## config.mk

```make
export PLATFORM = sky130hd
export DESIGN_NAME = toggle_scheduler
export DESIGN_NICKNAME = d
export VERILOG_FILES = /design/src/rtl/toggle_sched_pkg.sv /design/src/rtl/toggle_scheduler_rr_pick.sv /design/src/rtl/toggle_scheduler.sv
export SDC_FILE = /design/constraint.sdc
export NUM_CORES = 1
export LEC_CHECK = 0
export BUFFER_PORTS_ARGS = -buffer_cell sky130_fd_sc_hd__buf_2
export CAP_MARGIN = 15
export CORE_UTILIZATION = 45
export DETAILED_ROUTE_END_ITERATION = 8
export GPL_TIMING_DRIVEN = 0
export PLACE_DENSITY = 0.8
export REMOVE_ABC_BUFFERS = 1
export SLEW_MARGIN = 20
export SYNTH_ARGS = -nofsm -noshare
export SYNTH_HDL_FRONTEND = slang
export SYNTH_HIERARCHICAL = 1
export SYNTH_SLANG_ARGS = --single-unit
```

## constraint.sdc

```tcl
create_clock -name clk -period 1.5 [get_ports clk]
set_input_delay 0.3 -clock clk [delete_from_list [all_inputs] [get_ports clk]]
set_output_delay 0.3 -clock clk [all_outputs]
set_load 0.1 [all_outputs]
```

## src/rtl/toggle_sched_pkg.sv

```systemverilog
// Shared definitions for toggle_scheduler: FSM state encoding and index-width helper.
package toggle_sched_pkg;

    localparam logic [1:0] S_IDLE  = 2'd0;
    localparam logic [1:0] S_ISSUE = 2'd1;
    localparam logic [1:0] S_GAP   = 2'd2;

    // Width of a channel index; never below one bit.
    function automatic int id_w(input int n);
        return (n <= 2) ? 1 : $clog2(n);
    endfunction

endpackage

```

## src/rtl/toggle_scheduler_rr_pick.sv

```systemverilog
// Combinational round-robin first-set search over the pending vector, starting at ptr.
module rr_pick
    import toggle_sched_pkg::*;
#(
    parameter int NCH = 4,
    parameter int IW  = id_w(NCH)
) (
    input  logic [NCH-1:0] pending,
    input  logic [IW-1:0]  ptr,
    output logic [IW-1:0]  sel,
    output logic           any
);

    always_comb begin
        int idx;
        logic [IW-1:0] idx_v;
        sel   = '0;
        any   = 1'b0;
        idx   = 0;
        idx_v = '0;
        // Walk farthest-first so the nearest set bit from ptr is the last one written.
        for (int k = NCH - 1; k >= 0; k--) begin
            idx = int'(ptr) + k;
            if (idx >= NCH) idx = idx - NCH;
            idx_v = IW'(idx);
            if (pending[idx_v]) begin
                sel = idx_v;
                any = 1'b1;
            end
        end
    end

endmodule

```

## src/rtl/toggle_scheduler.sv

```systemverilog
// Round-robin tick scheduler for NCH toggle channels with a guard gap between ticks.
// Optional periodic auto-toggle enabled by defining TOGGLE_SCHEDULER_AUTO_TOGGLE_EN.
module toggle_scheduler
    import toggle_sched_pkg::*;
#(
    parameter int NCH         = 4,
    parameter int GAP         = 2,
    parameter int AUTO_PERIOD = 50_000_000
) (
    input  logic                    clk,
    input  logic                    rst,
    input  logic [NCH-1:0]          req,
    input  logic [NCH-1:0]          en,
`ifdef TOGGLE_SCHEDULER_AUTO_TOGGLE_EN
    input  logic [NCH-1:0]          auto_mask,
`endif
    input  logic                    clr_ovf,
    output logic [NCH-1:0]          tg_tick,
    output logic [$clog2(NCH)-1:0]  grant_id,
    output logic                    busy,
    output logic [NCH-1:0]          pending,
    output logic [NCH-1:0]          ovf
);

    localparam int IW = id_w(NCH);

    logic [1:0]     state_q, state_d;
    logic [IW-1:0]  ptr_q, ptr_d;
    logic [IW-1:0]  grant_q, grant_d;
    logic [7:0]     gap_q, gap_d;
    logic [NCH-1:0] req_in, req_q;
    logic [NCH-1:0] pending_q, pending_d;
    logic [NCH-1:0] ovf_q, ovf_d;
    logic [NCH-1:0] tick_q, tick_d;
    logic [NCH-1:0] grant_vec;
    logic [IW-1:0]  pick_sel;
    logic           pick_any;

    // The prescaler only exists in the auto-toggle build; a degenerate period is left unbuilt.
    if (AUTO_PERIOD < 2) begin : g_auto_period_invalid
    end

`ifdef TOGGLE_SCHEDULER_AUTO_TOGGLE_EN
    logic [31:0] pre_q;
    logic        pre_wrap;

    assign pre_wrap = (pre_q == 32'(AUTO_PERIOD - 1));
    assign req_in   = req | (pre_wrap ? (auto_mask & en) : '0);

    always_ff @(posedge clk) begin
        if (rst)           pre_q <= '0;
        else if (pre_wrap) pre_q <= '0;
        else               pre_q <= pre_q + 32'd1;
    end
`else
    assign req_in = req;
`endif

    rr_pick #(.NCH(NCH), .IW(IW)) u_pick (
        .pending (pending_q),
        .ptr     (ptr_q),
        .sel     (pick_sel),
        .any     (pick_any)
    );

    always_comb begin
        state_d   = state_q;
        ptr_d     = ptr_q;
        grant_d   = grant_q;
        gap_d     = gap_q;
        tick_d    = '0;
        grant_vec = '0;
        case (state_q)
            S_IDLE: begin
                if (pick_any) begin
                    state_d          = S_ISSUE;
                    grant_d          = pick_sel;
                    tick_d[pick_sel] = 1'b1;
                end
            end
            S_ISSUE: begin
                grant_vec[grant_q] = 1'b1;
                ptr_d   = (grant_q == IW'(NCH - 1)) ? '0 : grant_q + IW'(1);
                gap_d   = '0;
                state_d = (GAP == 0) ? S_IDLE : S_GAP;
            end
            S_GAP: begin
                if (gap_q == 8'(GAP - 1)) state_d = S_IDLE;
                else                      gap_d   = gap_q + 8'd1;
            end
            default: state_d = S_IDLE;
        endcase
    end

    // A request always leaves the channel pending; it only overflows if nothing is draining it.
    always_comb begin
        pending_d = pending_q;
        ovf_d     = clr_ovf ? '0 : ovf_q;
        for (int i = 0; i < NCH; i++) begin
            if (!en[i]) begin
                pending_d[i] = 1'b0;
            end else if (req_q[i]) begin
                if (pending_q[i] && !grant_vec[i]) ovf_d[i] = 1'b1;
                pending_d[i] = 1'b1;
            end else if (grant_vec[i]) begin
                pending_d[i] = 1'b0;
            end
        end
    end

    always_ff @(posedge clk) begin
        if (rst) begin
            state_q   <= S_IDLE;
            ptr_q     <= '0;
            grant_q   <= '0;
            gap_q     <= '0;
            req_q     <= '0;
            pending_q <= '0;
            ovf_q     <= '0;
            tick_q    <= '0;
        end else begin
            state_q   <= state_d;
            ptr_q     <= ptr_d;
            grant_q   <= grant_d;
            gap_q     <= gap_d;
            req_q     <= req_in;
            pending_q <= pending_d;
            ovf_q     <= ovf_d;
            tick_q    <= tick_d;
        end
    end

    assign tg_tick  = tick_q;
    assign grant_id = grant_q;
    assign busy     = (state_q == S_ISSUE) || (state_q == S_GAP);
    assign pending  = pending_q;
    assign ovf      = ovf_q;

endmodule

```

# Word-level counts from Yosys, hierarchy flattened
# Cells that the tools add are included.
[word_totals] ff_bits=30 input_bits=11 output_inout_bits=15 word_cells=122
[op_classes] add_sub_neg=9 order_cmp=12 n_eq_ne=7 mux=52 n_bitwise=6 n_reduce_logical=25
[ops] cell="$mux W1" count=30
[ops] cell="$mux W2" count=11
[ops] cell="$lt A2 B3 Y1 const B" count=6
[ops] cell="$pmux W8 S2" count=1
[ops] cell="$reduce_bool A2 Y1" count=5
[ops] cell="$ge A3 B3 Y1 const B" count=3
[ops] cell="$add A8 B1 Y8 const B" count=1
[ops] cell="$bmux W1 S2" count=4
[ops] cell="$eq A8 B1 Y1 const B" count=1
[ops] cell="$mux W4" count=2
[ops] cell="$mux W8" count=1
[ops] cell="$reduce_or A2 Y1" count=4
[ops] cell="$sub A2 B1 Y2 const B" count=4
[ops] cell="$add A2 B2 Y3 const B" count=2
[ops] cell="$logic_and A1 B1 Y1" count=6
[ops] cell="$ne A2 B2 Y1 const B" count=3
[ops] cell="$not A1 Y1" count=6
[ops] cell="$pmux W2 S3" count=1
[ops] cell="$reduce_and A2 Y1" count=3
[ops] cell="$demux W1 S2" count=2
[ops] cell="$eq A2 B2 Y1 const B" count=2
[ops] cell="$ge A2 B1 Y1 const B" count=2
[ops] cell="$logic_not A1 Y1" count=4
[ops] cell="$add A2 B1 Y3 const B" count=1
[ops] cell="other kinds (6)" count=6

# Depth between registers and ports, before layout
# Gate-level depths: netlist (run 1).
[depth] ltp_word=13 depth_mapped=7 depth_no_buf=5

# By module
# The synthesis (run 1) kept the hierarchy.
[modules_own_cells] mod="toggle_scheduler" n_inst=1 cells_per_inst=145 area_each_um2=1392.6 seq_area_each_um2=600.6
[modules_own_cells] mod="rr_pick" n_inst=1 cells_per_inst=13 area_each_um2=77.6 seq_area_each_um2=0.0

# Worst setup path before layout (run 1)
# Ideal clock, no wire load.
[synth_timing] path_type="flip-flop to flip-flop" startpoint="reg grant_q[0] (netlist: grant_id[0])" endpoint="reg ovf_q[2] (netlist: ovf[2])" setup_time_ns=0.068 arrival_ns=1.819 t_required_ns=1.432 setup_slack_ns=-0.387 path_stages_with_launch=6 n_path_buf=0 synth_period_minus_slack_ns=1.887 path_cell_list="dfxtp_1 > inv_1 > ha_1 > a21boi_0 > a32oi_1 > nor2_1"
[synth_via] elab_chain_len=10 word_cells_on_any_way=11 classes_between="order compare (2); mux (6); reduce/logical (3)"
[synth_lines] item="from (decl)" line_no="toggle_scheduler.sv:29" source="logic [IW-1:0] grant_q, grant_d;"
[synth_lines] item="from (signal assigned)" line_no="toggle_scheduler.sv:124" source="grant_q <= grant_d;"
[synth_lines] item="$lt A2 B3 Y1 (not written as such) / $ge A2 B1 Y1 (equally long branches)" line_no="toggle_scheduler.sv:82" source="grant_vec[grant_q] = 1'b1;"
[synth_lines] item="$logic_and A1 B1 Y1 (not written as such)" line_no="toggle_scheduler.sv:82"
[synth_lines] item="$mux W1 (not written as such)" line_no="toggle_scheduler.sv:82"
[synth_lines] item="$demux W1 S2 *" line_no="toggle_scheduler.sv:82"
[synth_lines] item="$mux W4 *" line_no="toggle_scheduler.sv:73" source="case (state_q)"
[synth_lines] item="$logic_not A1 Y1 *" line_no="toggle_scheduler.sv:103" source="if (pending_q[i] && !grant_vec[i]) ovf_d[i] = 1'b1;"
[synth_lines] item="$logic_and A1 B1 Y1 *" line_no="toggle_scheduler.sv:103"
[synth_lines] item="$mux W1 *" line_no="toggle_scheduler.sv:103"
[synth_lines] item="$mux W1 *" line_no="toggle_scheduler.sv:102" source="end else if (req_q[i]) begin"
[synth_lines] item="$mux W1 *" line_no="toggle_scheduler.sv:100" source="if (!en[i]) begin"
[synth_lines] item="to (signal assigned)" line_no="toggle_scheduler.sv:128" source="ovf_q <= ovf_d;"
[synth_lines] item="to (decl)" line_no="toggle_scheduler.sv:33" source="logic [NCH-1:0] ovf_q, ovf_d;"
# Mark *: on every way between the ends. The rest lies on a longest branch, timed or not.
# A chain may end at the register's enable or synchronous reset.

# Worst setup path in the final report (run 1)
[layout_timing] startpoint="reg gap_q[1]" endpoint="reg gap_q[1]"
[layout_via] elab_chain_len=3 word_cells_on_any_way=6 classes_between="add/sub (1); eq/ne (2); mux (2); reduce/logical (1)"
[layout_lines] item="from (decl)" line_no="toggle_scheduler.sv:30" source="logic [7:0] gap_q, gap_d;"
[layout_lines] item="from (signal assigned)" line_no="toggle_scheduler.sv:125" source="gap_q <= gap_d;"
[layout_lines] item="$add A8 B1 Y8 / $eq A8 B1 Y1 (equally long branches)" line_no="toggle_scheduler.sv:89, toggle_scheduler.sv:88"
[layout_lines] item="$mux W8 / $ne A2 B2 Y1 (equally long branches)"
[layout_lines] item="$pmux W8 S2 / $reduce_and A2 Y1 (equally long branches)"
# Parallel ways exist; a longest one is shown, timed or not. The select of a mux whose other input is x is not followed.

==> impl_metrics.tcl, run 1 <==
set metrics [dict create \
    violations "negative setup slack" \
    worstSetupEndpointType "register" \
    wl_um 3100 \
    place_inst 218 \
    cts_buffers 5 \
    power_leakage_nw 0.684 \
    ant_nets 0 \
    tightestPinTransition_ns 0.566 \
    port_buffers 25 \
    muxShareOfSynthArea_pct 4.09 \
    fp.dieH_um 59.2 \
    layout.nets 209 \
    drive_gt1_share_pct 30.6 \
    path_class "register to register" \
    vias 1242 \
    hpwlAfterDp_um 2150 \
    fmax_ghz 0.599 \
    powerDensity_nw_per_um2 1290 \
    required_ns 1.69 \
    cts_root_buf "clkbuf_4" \
    ys_seq_area_share_pct 40.9 \
    die_w_um 59.2 \
    ys_ff_latch 30 \
    synth_top_family_by_area "simple AND/OR/NAND/NOR gates" \
    min_path_type "input pin to register" \
    dpl-instance-area_um2 1620 \
    fin_crit_sh_pct 111 \
    clk_latency_ns 0.32 \
    stdcell_area_um2 1820 \
    synth_compound_area_share_pct 17.3 \
    slew_headroom_pct 62.3 \
    boundaryPins 26 \
    cts_tree "done" \
    cpPeakStageDelay_ns 0.49 \
    gp_congestion 0.761 \
    synthDominantCellAreaShare_pct 40.9 \
    synth-simple-area-share_pct 24.0 \
    grt_pass1_vias 1185 \
    finalHoldViolCount 0 \
    start_util_pct 47.8 \
    fin_hold_ws_ns 0.185 \
    cp_slowest_cell "or4b_4" \
    antenna_cells 0 \
    post_drt_via_cell_ratio 5.40 \
    postCtsHoldBufs 0 \
    core_area_um2 3080 \
    setup_viol 6 \
    drt_first_pass_iters 4 \
    drc_errors 0 \
    crit_fanout 3 \
    slew_viol_final 0 \
    syn_avg_cell_area_um2 9.30 \
    synth_cell_types 41 \
    critPathLaunchType "register" \
    ys.flop_type "dfxtp_1" \
    synth_xor_area_share_pct 0 \
    die-area_um2 3500 \
    synth_area_leader_cell "dfxtp_1" \
    synth_fa_ha_area_share_pct 9.36 \
    grt_start_max_net_pins 36 \
    clock-sinks 30 \
    mostFrequentLayoutCells "dfxtp_1, buf_2, nor2_1" \
    clk_pin_slew_worst_paths_ns 0.08 \
    fin_crit_ns 1.67 \
    grt_pass1_wl_um 5180 \
    wl_per_cell_um 13.5 \
    cap_violations 0 \
    async_flop_share_pct 0 \
    antenna_found_initial 0 \
    grt_use_total_pct 20.0 \
    area_growth_pct 23.9 \
    cp_cell_sequence "inv_2, ha_4, or4b_4, buf_4, o41ai_4, o32ai_1" \
    rows 20 \
    vdd_drop_max_mv 0.729 \
    cts_htree_levels 2 \
    synth.area.top_cells "dfxtp_1, ha_1, mux2i_1" \
    outcome "finished, violations left" \
    stdcell_count 230 \
    filler_cell_count 290 \
    grt_overflow_total 0 \
    rsz0062_at_grt "yes" \
    crit_arrival_ns 1.86 \
    synth_warnings 6 \
    skew_ns 0.00454 \
    syn_area_um2 1470 \
    synth_edf_count 0 \
    drt_iter0_drc 70 \
    setup_ws_ns -0.168 \
    syn_inst 158 \
    final_common_cell "dfxtp_1" \
    cts_buffer_depth 2 \
]
[synthesized netlist by cell type (all sizes together), types with 2 or more instances]
cell / instances
nor4b: 2
a211oi: 2
clkbuf: 7
a41oi: 2
nand3: 6
buf: 2
a32oi: 4
mux2i: 6
nor2b: 5
a21oi: 7
dfxtp: 30
or3: 2
inv: 8
a21boi: 4
ha: 11
nand2b: 9
o21ai: 2
or4b: 2
nor3: 2
nand2: 6
o211ai: 3
o41ai: 2
nor2: 16
nor3b: 5
[per-stage QoR]
step | setup slack [ns] | power, mW | util [%] | setup TNS [ns]
CTS | -0.164 | 2.36 | 58.5 | -0.929
finish | -0.168 | 2.35 | 59.2 | -0.894
detailed placement | -0.449 | 1.69 | 52.5 | -3.01
global placement | -0.358 | 1.65 | 52.5 | -2.11
floorplan | -0.387 | 1.54 | - | -6.28
global route | -0.253 | 2.49 | 59.2 | -1.39
[report_power, final]
| group | switching, mW | total, mW | internal [mW] |
|---|---|---|---|
| combinational | 0.579 | 0.983 | 0.404 |
| clock | 0.244 | 0.455 | 0.211 |
| sequential | 0.0628 | 0.916 | 0.853 |
| total | 0.886 | 2.35 | 1.47 |
[worst max-delay path, delay by kind of cell, from the launching register on]
family	cells	cell delay, ns
simple gates	1	0.49
buf+inv	2	0.22
flops	1	0.33
compound gates	2	0.38
fa+ha+maj	1	0.11
[layer usage]
| layer | vias up | GRT usage [%] | part of all wire [%] |
|---|---|---|---|
| met2 | 41 | 36.0 | 52 |
| met4 | 0 | 9.52 | 1.2 |
| met5 | - | 0 | 0 |
| met1 | 575 | 21.2 | 42 |
| met3 | 5 | 5.90 | 4.9 |
| li1 | 621 | - | - |
[worst paths after layout]
check | startpoint | end | slack (ns) | cells after the start
min | req[3] | req_q[3]$_SDFF_PP0_ | 0.19 | 2
max | gap_q[1]$_SDFFE_PP0P_ | gap_q[1]$_SDFFE_PP0P_ | -0.17 | 6
min reg2reg | ovf[0]$_SDFF_PP0_ | ovf[0]$_SDFF_PP0_ | 0.49 | 2
max reg2reg | gap_q[1]$_SDFFE_PP0P_ | gap_q[1]$_SDFFE_PP0P_ | -0.17 | 6
[what timing repair did]
item	CTS	global route
buffers inserted	6	0
setup endpoints to repair	16	17
gates resized for setup	22	11
pin swaps	2	0
[final cells by class]
type | instances | area (um2) | area share [%]
clock buffer | 6 | 51.3 | 2.82
inverter | 8 | 32.5 | 1.79
tap | 44 | 55.1 | 3.02
sequential | 30 | 612 | 33.6
timing repair buffer | 31 | 200 | 11.0
multi-input combinational | 111 | 871 | 47.8
[flip-flops by register name, indices dropped and copies added, names as in the netlist]
name,count
state_q,2
req_q,4
pending,4
gap_q,8
ovf,4
tg_tick,4
ptr_q,2
grant_id,2
[kinds of logic (layout without fill, tap and decap cells)]
logic type	after synthesis	after routing
mux	6	6
fa+ha+maj	11	11
compound gates	32	32
flops	30	30
simple gates	62	62
buf+inv	17	45
No activity file was read; power rests on OpenSTA's default activity.
==> run 2: changes to the inputs <==
- ABC_AREA: default -> 1
- PLACE_DENSITY: 0.8 -> 0.79
==> run 2 against run 1 <==
Net effect: the flow now finishes without violations; sequential share of layout area is 1.5 points lower; sequential power rose by 18%; cell count rose by 33%; clock power rose by 14%; critical path type is now register to primary output; highest routed layer unchanged.
==> impl_metrics.tcl, run 2 <==
set metrics [dict create \
    outcome "finished clean" \
    drive_gt1_share_pct 25.0 \
    hpwlAfterDp_um 2240 \
    clock-sinks 30 \
    multi_input_area_um2 865 \
    rows 21 \
    reg2reg_from "state_q[0]$_SDFFE_PP0P_" \
    crit_arrival_ns 1.19 \
    cts_buffer_depth 2 \
    required_ns 1.20 \
    tightestPinTransition_ns 0.490 \
    regMostFlops "gap_q" \
    startpoint "state_q[0]$_SDFFE_PP0P_" \
    port_buffers 25 \
    fin_crit_sh_pct 99.3 \
    die_w_um 61.7 \
    slew_viol_final 0 \
    grt_pass1_vias 1179 \
    worstSetupEndpointType "primary output" \
    filler_cell_count 348 \
    cap_violations 0 \
    syn_avg_cell_area_um2 7.00 \
    cts_tree "done" \
    drt_first_pass_iters 4 \
    ys_seq_area_share_pct 37.4 \
    grt_overflow_total 0 \
    ys_top_cells_by_count "nand2_1, dfxtp_1, inv_1, nor2_1, nand3_1" \
    rsz0062_at_grt "yes" \
    synth.most_common_cell "nand2_1" \
    dpl-instance-area_um2 1750 \
    synth.area.top_cells "dfxtp_1, nand2_1, nand3_1" \
    ys_ff_latch 30 \
    wl_met3_um 173 \
    core_area_um2 3360 \
    grt_pass1_wl_um 4790 \
    post_drt_via_cell_ratio 4.71 \
    r2r-end "gap_q[2]$_SDFFE_PP0P_" \
    mostFrequentLayoutCells "nand2_1, nor2_1, nand3_1" \
    min_path_type "input pin to register" \
    final-seq-area_um2 614 \
    drt-met1-wl_um 1370 \
    synth_warnings 6 \
    highest_layer "met4" \
    async_flop_share_pct 0 \
    ant_nets 0 \
    slew_headroom_pct 67.5 \
    rrSetupSlack_ns 0.12 \
    largest_reg_flops 8 \
    fp.dieH_um 61.7 \
    setup_viol 0 \
    fmax_ghz 0.671 \
    crit_fanout 3 \
    synth_area_leader_cell "dfxtp_1" \
    drc_errors 0 \
    drt_iter0_drc 72 \
    skew_ns 0.0153 \
    boundaryPins 26 \
    stdcell_area_um2 1910 \
    wl_per_cell_um 9.83 \
    wl_um 3010 \
    antenna_found_initial 0 \
    power_leakage_nw 0.860 \
    final_common_cell "nand2_1" \
    area_growth_pct 19.3 \
    die-area_um2 3810 \
    wl_met2_um 1430 \
    powerDensity_nw_per_um2 1690 \
    start_util_pct 47.7 \
    clk_latency_ns 0.34 \
    postCtsHoldBufs 0 \
    ys.flop_type "dfxtp_1" \
    syn_area_um2 1600 \
    final_util_pct 56.9 \
    path_class "register to primary output" \
    finalPower_mw 3.24 \
    vdd_drop_max_mv 0.873 \
    synth_edf_count 0 \
    gp_congestion 0.802 \
    finalHoldViolCount 0 \
    clk_pin_slew_worst_paths_ns 0.11 \
    synth_cell_types 22 \
    crit_end "busy" \
    layout.nets 281 \
    grt_use_total_pct 17.3 \
    synthDominantCellAreaShare_pct 37.4 \
    fin_crit_ns 1.49 \
    grt_start_max_net_pins 22 \
    critPathLaunchType "register" \
    r2r_cells 8 \
    cts_buffers 5 \
    cts_htree_levels 2 \
    cts_root_buf "clkbuf_4" \
    antenna_cells 0 \
    syn_inst 229 \
    vias 1441 \
    fin_hold_ws_ns 0.157 \
]
-- run 2: logic make-up (layout without fill, tap and decap cells) --
kind of cell | count (synthesis) | after routing | synth area share (%)
fa+ha+maj | 11 | 11 | 8.58
buf+inv | 40 | 71 | 10.9
compound gates | 31 | 31 | 10.8
flops | 30 | 30 | 37.4
simple gates | 117 | 117 | 32.3
-- run 2: worst max-delay path, cell delays in order (launching register included) --
cell and delay (ns):
dfxtp_4 0.38, inv_4 0.05, ha_4 0.27, buf_12 0.16
-- run 2: worst min path at each step --
stage / from / endpoint / slack, ns / depth (start not counted)
after floorplan: rst / gap_q[1]$_SDFFE_PP0P_ / 0.37 / 1
after global placement: ovf[3]$_SDFF_PP0_ / ovf[3]$_SDFF_PP0_ / 0.46 / 2
after detailed placement: ovf[0]$_SDFF_PP0_ / ovf[0]$_SDFF_PP0_ / 0.46 / 2
after CTS: req[0] / req_q[0]$_SDFF_PP0_ / 0.15 / 3
after global routing: req[0] / req_q[0]$_SDFF_PP0_ / 0.15 / 3
final: req[3] / req_q[3]$_SDFF_PP0_ / 0.16 / 3
-- run 2: final cells by class --
class	count	share of cell area [%]
inverters	35	7.25
well taps	46	3.01
clock inverters	2	0.654
flip-flops and latches	30	32.1
clock buffers	6	2.68
multi-input cells	159	45.2
repair buffers	28	9.15
-- run 2: metrics by stage --
step	setup WS [ns]	setup TNS, ns	std cells
6_report	0.0101	0	306
5_1_grt	-0.0341	-0.0341	306
4_1_cts	-0.0272	-0.0272	303
3_5_place_dp	-0.0623	-0.253	295
3_3_place_gp	-0.0382	-0.131	295
2_1_floorplan	-0.422	-5.74	224
-- run 2: routing by layer --
metal | up-vias | global-route usage, %
met5 | - | 0
met4 | 0 | 6.67
met3 | 7 | 5.80
met2 | 36 | 27.5
met1 | 616 | 21.7
li1 | 782 | -
-- run 2: what timing repair did --
action | in CTS | in global routing
gates resized for setup | 12 | 18
pin swaps | 0 | 2
setup endpoints to repair | 12 | 20
setup buffers | 0 | 3
hold endpoints to repair | 0 | 0
-- run 2: power breakdown --
part / total, mW / leakage, nW / internal (mW) / switching [mW]
Sequential: 1.08 / 0.248 / 0.936 / 0.143
Clock: 0.519 / 0.0343 / 0.225 / 0.294
Combinational: 1.64 / 0.578 / 0.528 / 1.11
Total: 3.24 / 0.860 / 1.69 / 1.55
==> run 3: changes to the inputs <==
- clock period: 1.5 -> 1.2 ns (I/O delays scaled with it)
==> run 3 against run 2 <==
Net effect: the flow now finishes with violations (negative setup slack); routed wire length up 60%; hold slack worse by 0.060 ns; register-to-register slack worse by 0.40 ns; clock power up 27%; die area unchanged; cell count increased by 4.2%; highest routed layer unchanged.
==> impl_metrics.tcl, run 3 (synthesis gave the netlist of run 2 again) <==
set metrics [dict create \
    clk_pin_slew_worst_paths_ns 0.11 \
    rsz0062_at_grt "yes" \
    slew_viol_final 0 \
    drt_iter0_drc 107 \
    fmax_ghz 0.674 \
    drc_errors 0 \
    grt_pass1_wl_um 5910 \
    startpoint "ptr_q[0]$_SDFFE_PP0N_" \
    filler_cell_count 246 \
    cts_tree "done" \
    cts_htree_levels 2 \
    wl_um 4810 \
    antenna_cells 0 \
    worstSetupEndpointType "register" \
    start_util_pct 47.7 \
    cts_buffer_depth 2 \
    final_common_cell "nand2_1" \
    antenna_found_initial 0 \
    cp_num_buf_inv 4 \
    tightestPinTransition_ns 0.416 \
    vdd_drop_max_mv 1.37 \
    critPathLaunchType "register" \
    slew_headroom_pct 72.3 \
    setup_viol 21 \
    reg2reg_from "ptr_q[0]$_SDFFE_PP0N_" \
    crit_arrival_ns 1.74 \
    dpl-instance-area_um2 1750 \
    vias 1708 \
    die_w_um 61.7 \
    grt_pass1_vias 1370 \
    powerDensity_nw_per_um2 2130 \
    crit_fanout 5 \
    drt_first_pass_iters 4 \
    rrSetupSlack_ns -0.28 \
    grt_overflow_total 0 \
    path_common_cell "nand2_2" \
    fp.dieH_um 61.7 \
    layout.nets 294 \
    cp_cell_sequence "buf_12, clkinv_8, nand2_2, nand2_4, inv_2, nand2_2, nand3_2, nand2_1, nand2_1, nand2_2, buf_4, nor3_2" \
    cp_slowest_cell "dfxtp_4" \
    post_drt_via_cell_ratio 5.35 \
    setup_ws_ns -0.284 \
    cap_violations 0 \
    ant_nets 0 \
    dpl_worst_slack_ns -0.362 \
    cp_top_family "simple AND/OR/NAND/NOR gates" \
    drive_gt1_share_pct 47.6 \
    stdcell_area_um2 2460 \
    required_ns 1.46 \
    min_from "req[3]" \
    cpPeakStageDelay_ns 0.38 \
    core_area_um2 3360 \
    fin_crit_sh_pct 124 \
    postCtsHoldBufs 0 \
    power_leakage_nw 1.02 \
    violations "negative setup slack" \
    hpwlAfterDp_um 2240 \
    finalHoldViolCount 0 \
    cts_root_buf "clkbuf_4" \
    clock-sinks 30 \
    grt_start_max_net_pins 22 \
    largest_reg_flops 8 \
    die-area_um2 3810 \
    cts_buffers 5 \
    final-seq-area_um2 637 \
    multi_input_area_um2 1090 \
    grt_use_total_pct 21.8 \
    mostFrequentLayoutCells "nand2_1, nor2_1, nand3_1" \
    area_growth_pct 53.1 \
    rows 21 \
    fin_crit_ns 1.48 \
    clk_latency_ns 0.34 \
    path_class "register to register" \
    gp_congestion 0.802 \
    wl_per_cell_um 15.1 \
    boundaryPins 26 \
    skew_ns 0.0119 \
    port_buffers 25 \
    regMostFlops "gap_q" \
    outcome "finished, violations left" \
    min_path_type "input pin to register" \
]
## run 3: worst reg2reg max path, delay by kind of cell, from the launching register on
| family | cells | cell delay [ns] |
|---|---|---|
| buffers and inverters | 4 | 0.40 |
| DFF | 1 | 0.38 |
| and+or+nand+nor | 8 | 0.62 |
## run 3: final timing paths
check                                              to  cells past startpoint
worst min-delay path              req_q[3]$_SDFF_PP0_                      3
worst max-delay path            tg_tick[0]$_SDFF_PP0_                     12
worst min register to register      ovf[0]$_SDFF_PP0_                      2
worst max register to register  tg_tick[0]$_SDFF_PP0_                     12
## run 3: layer usage
metal,track usage (%),vias up,wire [um]
li1,-,817,-
met1,24.9,818,1860
met2,36.4,57,2570
met3,10.1,16,263
met4,6.35,0,121
met5,0,-,0
## run 3: cell type report
| class | instances | share of cell area, % |
|---|---|---|
| clock buffer | 6 | 2.09 |
| clock inverter | 2 | 0.509 |
| inverter | 35 | 6.47 |
| multi-input combinational | 160 | 44.4 |
| sequential | 30 | 25.9 |
| tap | 46 | 2.34 |
| timing repair buffer | 40 | 18.2 |
## run 3: through the flow
step	util, %	instances	TNS, ns	total power [mW]	hold WS (ns)
2_1_floorplan	-	224	-11.63	2.81	0.309
3_3_place_gp	51.9	295	-4.74	3.10	0.440
3_5_place_dp	51.9	295	-5.17	3.13	0.450
4_1_cts	64.7	309	-2.01	4.55	0.0913
5_1_grt	73.0	319	-5.15	5.50	0.0824
6_report	73.0	319	-3.45	5.23	0.0969
## run 3: what timing repair did
action | in CTS | in global routing
setup endpoints to repair | 38 | 37
resized for setup | 100 | 60
setup buffers | 6 | 9
cloned | 0 | 1
pin swaps | 15 | 11
## run 3: where the power goes
part | internal [mW] | leakage (nW) | switching [mW] | total, mW
logic | 1.19 | 0.731 | 1.99 | 3.19
clock network | 0.281 | 0.0343 | 0.380 | 0.661
registers | 1.18 | 0.253 | 0.207 | 1.38
total | 2.65 | 1.02 | 2.58 | 5.23
